--- src/rtl/fpu_bcd_pkg.sv ---
// Shared constants, state encoding and digit helper for the FBLD packed-BCD converter.
package fpu_bcd_pkg;

  localparam int BCD_DIGITS   = 18;
  localparam int BCD_SIGN_BIT = 79;
  localparam int BIN_WIDTH    = 64;

  // Largest 18-digit magnitude, 999999999999999999.
  localparam logic [63:0] BCD_MAX_VALUE = 64'h0DE0B6B3A763FFFF;

  typedef enum logic [1:0] {
    IDLE,
    CONVERT,
    DONE
  } state_e;

  function automatic logic nibble_invalid(input logic [3:0] nib);
    return nib > 4'd9;
  endfunction

endpackage

--- src/rtl/fpu_bcd_digit_mac.sv ---
// One Horner step of decimal-to-binary conversion: acc_out = acc_in * 10 + digit.
module fpu_bcd_digit_mac #(
  parameter int WIDTH = 64
) (
  input  logic [WIDTH-1:0] acc_in,
  input  logic [3:0]       digit,
  output logic [WIDTH-1:0] acc_out
);

  // Multiply by ten as two shifts so no multiplier is inferred.
  assign acc_out = (acc_in << 3) + (acc_in << 1) + WIDTH'(digit);

endmodule

--- src/rtl/fpu_bcd_to_binary.sv ---
// Sequential packed-BCD to binary converter, one digit per clock, MSD first.
// Optional FPU_BCD_EARLY_EXIT_EN skips leading zero digits of valid operands.
module fpu_bcd_to_binary
  import fpu_bcd_pkg::*;
#(
  parameter int NUM_DIGITS = BCD_DIGITS,
  parameter int OUT_WIDTH  = BIN_WIDTH
) (
  input  logic                 clk,
  input  logic                 reset,
  input  logic                 start,
  input  logic [79:0]          bcd_in,
  output logic                 busy,
  output logic                 done,
  output logic [OUT_WIDTH-1:0] binary_out,
  output logic                 sign_out,
  output logic                 zero_out,
  output logic                 invalid_out
);

  localparam int IDX_W = $clog2(NUM_DIGITS);
  localparam int DIG_W = 4 * NUM_DIGITS;
  localparam logic [IDX_W-1:0] LAST_IDX = IDX_W'(NUM_DIGITS - 1);

  state_e                 state;
  logic [DIG_W-1:0]       digits;
  logic [IDX_W-1:0]       idx;
  logic [IDX_W-1:0]       start_idx;
  logic [OUT_WIDTH-1:0]   acc;
  logic [OUT_WIDTH-1:0]   acc_next;
  logic                   invalid_r;
  logic                   in_invalid;
  logic                   pad_unused;

  // Bits between the digit field and the sign never affect the result.
  assign pad_unused = ^bcd_in[BCD_SIGN_BIT-1:DIG_W];

  // NOTE: every always_comb output gets a default first so no latch is inferred.
  always_comb begin
    in_invalid = 1'b0;
    for (int i = 0; i < NUM_DIGITS; i++) begin
      if (nibble_invalid(bcd_in[i*4 +: 4])) in_invalid = 1'b1;
    end
  end

`ifdef FPU_BCD_EARLY_EXIT_EN
  logic [IDX_W-1:0] msd_idx;

  // Ascending scan: the last hit is the most significant nonzero digit.
  always_comb begin
    msd_idx = '0;
    for (int i = 0; i < NUM_DIGITS; i++) begin
      if (bcd_in[i*4 +: 4] != 4'd0) msd_idx = IDX_W'(i);
    end
    start_idx = in_invalid ? LAST_IDX : msd_idx;
  end
`else
  assign start_idx = LAST_IDX;
`endif

  fpu_bcd_digit_mac #(.WIDTH(OUT_WIDTH)) u_mac (
    .acc_in  (acc),
    .digit   (digits[{idx, 2'b00} +: 4]),
    .acc_out (acc_next)
  );

  // NOTE: sequential state uses non-blocking assignments so every register
  // samples the pre-edge values of the others.
  always_ff @(posedge clk) begin
    if (reset) begin
      state       <= IDLE;
      digits      <= '0;
      idx         <= '0;
      acc         <= '0;
      invalid_r   <= 1'b0;
      busy        <= 1'b0;
      done        <= 1'b0;
      binary_out  <= '0;
      sign_out    <= 1'b0;
      zero_out    <= 1'b0;
      invalid_out <= 1'b0;
    end else begin
      done <= 1'b0;
      case (state)
        IDLE, DONE: begin
          if (start) begin
            digits      <= bcd_in[DIG_W-1:0];
            sign_out    <= bcd_in[BCD_SIGN_BIT];
            invalid_r   <= in_invalid;
            acc         <= '0;
            idx         <= start_idx;
            busy        <= 1'b1;
            binary_out  <= '0;
            zero_out    <= 1'b0;
            invalid_out <= 1'b0;
            state       <= CONVERT;
          end else begin
            state <= IDLE;
          end
        end
        CONVERT: begin
          acc <= acc_next;
          if (idx == '0) begin
            // Invalid operands still run to completion but report no magnitude.
            binary_out  <= invalid_r ? '0 : acc_next;
            zero_out    <= !invalid_r && (acc_next == '0);
            invalid_out <= invalid_r;
            busy        <= 1'b0;
            done        <= 1'b1;
            state       <= DONE;
          end else begin
            idx <= idx - 1'b1;
          end
        end
        default: state <= IDLE;
      endcase
    end
  end

endmodule

--- config.mk ---
export PLATFORM = sky130hd
export DESIGN_NAME = fpu_bcd_to_binary
export DESIGN_NICKNAME = d
export VERILOG_FILES = /design/src/rtl/fpu_bcd_pkg.sv /design/src/rtl/fpu_bcd_digit_mac.sv /design/src/rtl/fpu_bcd_to_binary.sv
export SDC_FILE = /design/constraint.sdc
export NUM_CORES = 1
export LEC_CHECK = 0
export CAP_MARGIN = 20
export CORE_AREA = 2 2 148 150
export DETAILED_ROUTE_END_ITERATION = 16
export DIE_AREA = 0 0 150 152
export HOLD_SLACK_MARGIN = 0.12
export PLACE_DENSITY = 0.86
export SYNTH_ARGS = -nofsm -noshare
export SYNTH_HDL_FRONTEND = slang
export SYNTH_SLANG_ARGS = --single-unit
--- constraint.sdc ---
create_clock -name clk -period 14.4 [get_ports clk]
set_clock_uncertainty 0.2 [all_clocks]
set_input_delay 1.44 -clock clk [delete_from_list [all_inputs] [get_ports clk]]
set_output_delay 1.44 -clock clk [all_outputs]
set_load 0.03 [all_outputs]
# == After elaboration in Yosys (flattened, before gate mapping) ==
# Cells that the tools add are included.
# classes
add_sub_neg,3
bitwise_logic,1
muxes,38
n_shift,1
n_lt_le_gt_ge,18
n_reduce_logical,12
n_eq_ne,5
# op_table
op,count
64-bit 2-to-1 mux,3
64-bit one-hot mux with 2 select lines,1
63-bit one-hot mux with 2 select lines,1
4-bit > comparator (second input constant),18
72-bit by 8-bit indexed part select with 4-bit output,1
64-bit by 4-bit adder with 64-bit output,1
64-bit adder,1
64-bit zero test,1
1-bit 2-to-1 mux,25
5-bit 2-to-1 mux,2
5-bit one-hot mux with 2 select lines,1
2-bit inequality test (second input constant),3
1-bit one-hot mux with 2 select lines,3
3-bit AND reduction,2
5-bit zero test,1
5-bit by 1-bit subtractor with 5-bit output (second input constant),1
2-bit one-hot mux with 2 select lines,1
2-bit AND reduction,2
2-bit OR reduction,2
2-bit by 1-bit equality test with 1-bit output (second input constant),1
2-bit equality test (second input constant),1
2-bit zero test,1
2-bit 2-to-1 mux,1
2-bit nonzero test,1
other kinds (3),3
# totals
elab_cells,89
regBits,212
inputBits,83

# == Longest topological paths before layout ==
# depth
depth_word,19
ltp_mapped,21
ltp_nobuf,18

# == By module ==
# From an unflattened synthesis, not the netlist that was laid out.
# unflattened
cells_unflattened,1604
area_unflattened_um2,12836.1
# modules_own_cells
module,seq_area_each_um2,n_inst,cells_each,area_per_inst_um2
fpu_bcd_to_binary,4264.1,1,984,8225.4
fpu_bcd_digit_mac,0.0,1,620,4610.7

# == Worst setup path before layout ==
# Ideal clock, no wire load.
# synth_path
kind,flip-flop to flip-flop
from,register idx[0]
to,register zero_out
slack_ps,7984
path_stages_with_launch,22
n_path_buf,4
t_arrival_ps,6157
required_ps,14141
setup_time_ps,59
cell_sequence,dfxtp_1 clkbuf_1 buf_1 clkbuf_1 mux4_2 mux4_2 a21oi_1 fa_1 inv_1 ha_1 nand3_1 a21oi_1 o21ai_0 or3b_1 buf_2 o211a_4 o21a_1 or3_1 a2111o_1 or4_1 or4_1 nand2_1
# synth_between
elab_chain_len,6
word_cells_on_any_way,9
# synth_lines
element,line_no,rtl
from (decl),fpu_bcd_to_binary.sv:27,logic [IDX_W-1:0] idx;
from (signal assigned),fpu_bcd_to_binary.sv:91,idx <= start_idx;
from (signal assigned),fpu_bcd_to_binary.sv:112,idx <= idx - 1'b1;
72-bit by 8-bit indexed part select with 4-bit output,fpu_bcd_to_binary.sv:63,".digit (digits[{idx, 2'b00} +: 4]),"
64-bit by 4-bit adder with 64-bit output,fpu_bcd_digit_mac.sv:11,assign acc_out = (acc_in << 3) + (acc_in << 1) + WIDTH'(digit);
64-bit zero test,fpu_bcd_to_binary.sv:106,zero_out <= !invalid_r && (acc_next == '0);
1-bit logical AND,fpu_bcd_to_binary.sv:106,
1-bit 2-to-1 mux,fpu_bcd_to_binary.sv:103,if (idx == '0) begin
1-bit one-hot mux with 2 select lines,fpu_bcd_to_binary.sv:84,case (state)
to (signal assigned),fpu_bcd_to_binary.sv:106,
to (decl),fpu_bcd_to_binary.sv:17,"output logic zero_out,"
# Several ways; a longest one is shown, not always the timed one. The select of a mux whose other input is x is not followed.
# A chain may end at the register's enable or synchronous reset.

# == Worst setup path in the final report ==
# layout_path
from,register idx[1]
to,register zero_out
# Same word-level chain as after synthesis.

==> metrics.md <==
| Metric | Value |
|---|---|
| Synth Area in Compound Gates | `23.8%` |
| Register area share after synthesis | `33.0%` |
| Crit path launch | `idx[1]` |
| Synth unique cells | `72` |
| Switch share | `25.1%` |
| Clock root cell | `clkbuf_16` |
| Outcome | `finished clean` |
| Worst slew pin tran | `1.07 ns` |
| WP data required | `14.66 ns` |
| Post-synth EDFFs | `0` |
| Cell Area, Synth | `12900 um^2` |
| Routability congestion estimate | `0.956` |
| Tcrit/Tclk final | `48.6%` |
| Vias in the first global route | `12200` |
| Via/cell ratio | `6.37` |
| Post-synthesis mux area share | `3.78%` |
| Core area | `21400 um^2` |
| Final Max Slew Viols | `0` |
| Clk buf depth | `3` |
| Post-layout min period | `6.99 ns` |
| RSZ-0062 raised after global routing | `false` |
| Placed insts | `1931` |
| Post-Synth Simple-Gate Area | `20.0%` |
| Critical path startpoint category | `register` |
| Synth Area in XOR/XNOR | `3.60%` |
| Vias | `12500` |
| Syn Inst Count | `1603` |
| Critical Path Sink Type | `register` |
| Layout area overhead | `17.4%` |
| IO Port Bufs | `144` |
| Synth Register Bits | `212` |
| Worst-path clk slew | `0.06 ns` |
| IO Pins | `152` |
| Die Ht | `152 um` |
| CTS resizes | `0` |
| Pwr dens | `88.7 nW/um^2` |
| DRT iter0 DRCs | `907` |
| Cell taking the most area after synthesis | `dfxtp_1` |
| Largest family of logic cells by synthesized area | `compound AO/OA/AOI/OAI gates` |
| Total grt overflow | `0` |
| All-layer global routing usage | `33.3%` |
| Layout cells sized above 1 | `4.92%` |
| DR pass1 iterations | `5` |
| Post-route setup TNS | `0 ns` |
| Wire per inst | `19.5 um` |
| Min-delay src | `sign_out` |
| Fmax | `0.143 GHz` |
| Worst r2r src | `idx[1]` |
| Nets | `1884` |
| Core Rows | `54` |
| Die area | `22800 um^2` |
| Final ANT Viol Nets | `0` |
| Postcts setup bufs | `0` |
| Largest net degree at the start of global routing | `115` |
| Post-synth top area share | `33.0%` |
| H-tree depth | `1` |
| First-pass GRT wire length | `62000 um` |
| Most frequent cells in the layout | `nand2_1 (229), dfxtp_1 (212), nor2_1 (193)` |
| Top_reg_cell synth | `dfxtp_1` |
| CP max FO | `20` |
| Sequential power share | `45.9%` |
| Final Non-Filler Cells | `1968` |
| Async SR Flop Fraction | `0%` |
| Clock Sinks | `212` |
| Area share of fa/ha/maj cells after synthesis | `12.4%` |
| Worst rel slew slack | `28.8%` |
| Worst skew pair latency | `0.52 ns` |
| Leading cell type in the layout, fill and taps excluded | `nand2_1` |
| CTS Hold Bufs | `0` |
| Synth Net Count | `1812` |
| Final WL | `38400 um` |
| Maximum VDD drop | `89.9 uV` |
| # setup viols final | `0` |
| DR DRC count | `0` |
| Synth warn | `0` |
| Initial core utilization | `60.3%` |
| HPWL Detailed | `28700 um` |
| Ant diodes | `0` |
| Maxcap violations | `0` |
| CP Class | `reg2reg` |
| Syn avg cell area | `8.03 um^2` |
| Final Hold Fails | `0` |
| Clock power share | `43.3%` |
| CTS tree | `yes` |
| TritonCTS Buffers | `22` |
| Largest cells by area after synthesis | `dfxtp_1 (33%), ha_1 (12%), a22oi_1 (7.1%)` |
| HP Class | `reg2reg` |
| CP arrival | `7.25 ns` |
| Internal power | `0.00100 W` |
| Antenna violations before repair | `0` |
| Psw | `0.000337 W` |
| Comb power frac | `10.8%` |
| DIE WIDTH | `150 um` |
| Leakage | `6.08 nW` |
## per-layer routing
metal / wire length, um / GRT usage, % / vias up / share of wire, %
met5: 0 / 0 / - / 0
met3: 2600 / 5.44 / 97 / 6.8
met1: 15700 / 41.9 / 5977 / 41
met2: 18700 / 57.3 / 490 / 49
met4: 1440 / 12.0 / 0 / 3.8
li1: - / - / 5979 / -
## metrics by stage
step / area [um^2] / hold slack (ns) / setup slack (ns) / util (%) / total power (W)
finish: 15100 / 0.252 / 7.41 / 70.8 / 0.00134
global route: 15100 / 0.261 / 7.22 / 70.8 / 0.00139
CTS: 15100 / 0.253 / 7.52 / 70.8 / 0.00135
detailed placement: 14400 / 0.246 / 7.57 / 67.4 / 0.000771
global placement: 14400 / 0.240 / 7.58 / 67.4 / 0.000767
floorplan: 12900 / 0.233 / 7.98 / - / 0.000715
## power groups by stage
stage / registers (W) / clock network, W / logic, W
2_1_floorplan: 0.000624 / 0 / 0.0000912
3_3_place_gp: 0.000627 / 0 / 0.000140
3_5_place_dp: 0.000628 / 0 / 0.000143
4_1_cts: 0.000615 / 0.000588 / 0.000144
5_1_grt: 0.000617 / 0.000613 / 0.000157
6_report: 0.000615 / 0.000581 / 0.000145
## synth_stat cells, types with 13 or more instances
cell / instances
nand2_1: 229
dfxtp_1: 212
nor2_1: 195
a21oi_1: 173
ha_1: 124
a22oi_1: 122
clkbuf_1: 97
o21ai_0: 84
nand4_1: 38
xnor2_1: 32
nor3_1: 25
xor2_1: 21
mux4_2: 18
nand3_1: 18
nor4_1: 18
inv_1: 15
a21o_1: 13
## cell families after synthesis
group / after synthesis
AOI/OAI and AO/OA: 483
DFF: 212
buffers and inverters: 121
adders and majority gates: 126
muxes: 26
and+or+nand+nor: 582
xor gates and xnor gates: 53
## area by class of cell
cell class	count	area [um^2]
Tap cell	280	350
Timing Repair Buffer	154	1520
Multi-Input combinational cell	1270	8220
Clock buffer	31	646
Clock inverter	6	82.6
Inverter	15	56.3
Fill cell	1718	6230
Sequential cell	212	4240
## flip-flops by register name (all words and copies together), names as in the netlist
name	count
acc	63
binary_out	64
busy	1
digits	72
done	1
idx	5
invalid_out	1
invalid_r	1
sign_out	1
state	2
zero_out	1
## path summary, 6_finish.rpt
kind | endpoint | slack [ns] | cells past startpoint
hold / removal | sign_out | 0.25 | 2
setup / recovery | zero_out | 7.41 | 18
hold reg to reg | sign_out | 0.25 | 2
setup reg to reg | zero_out | 7.41 | 18
## worst max-delay path, cell delays in order (launching register included)
cell and delay [ns]:
dfxtp_1 1.02, mux4_2 0.48, mux4_2 0.51, nand2_1 0.11, o21ai_0 0.09, ha_1 0.29
ha_1 0.23, fa_1 0.41, a21o_1 0.23, a221o_1 0.40, a31o_2 0.30, a211oi_2 0.48
o21ai_0 0.28, xor2_1 0.24, or4_1 0.62, nor3_1 0.16, nand4b_1 0.16, or4_1 0.60
nand2_1 0.11
Power figures use the tool's default switching activity.
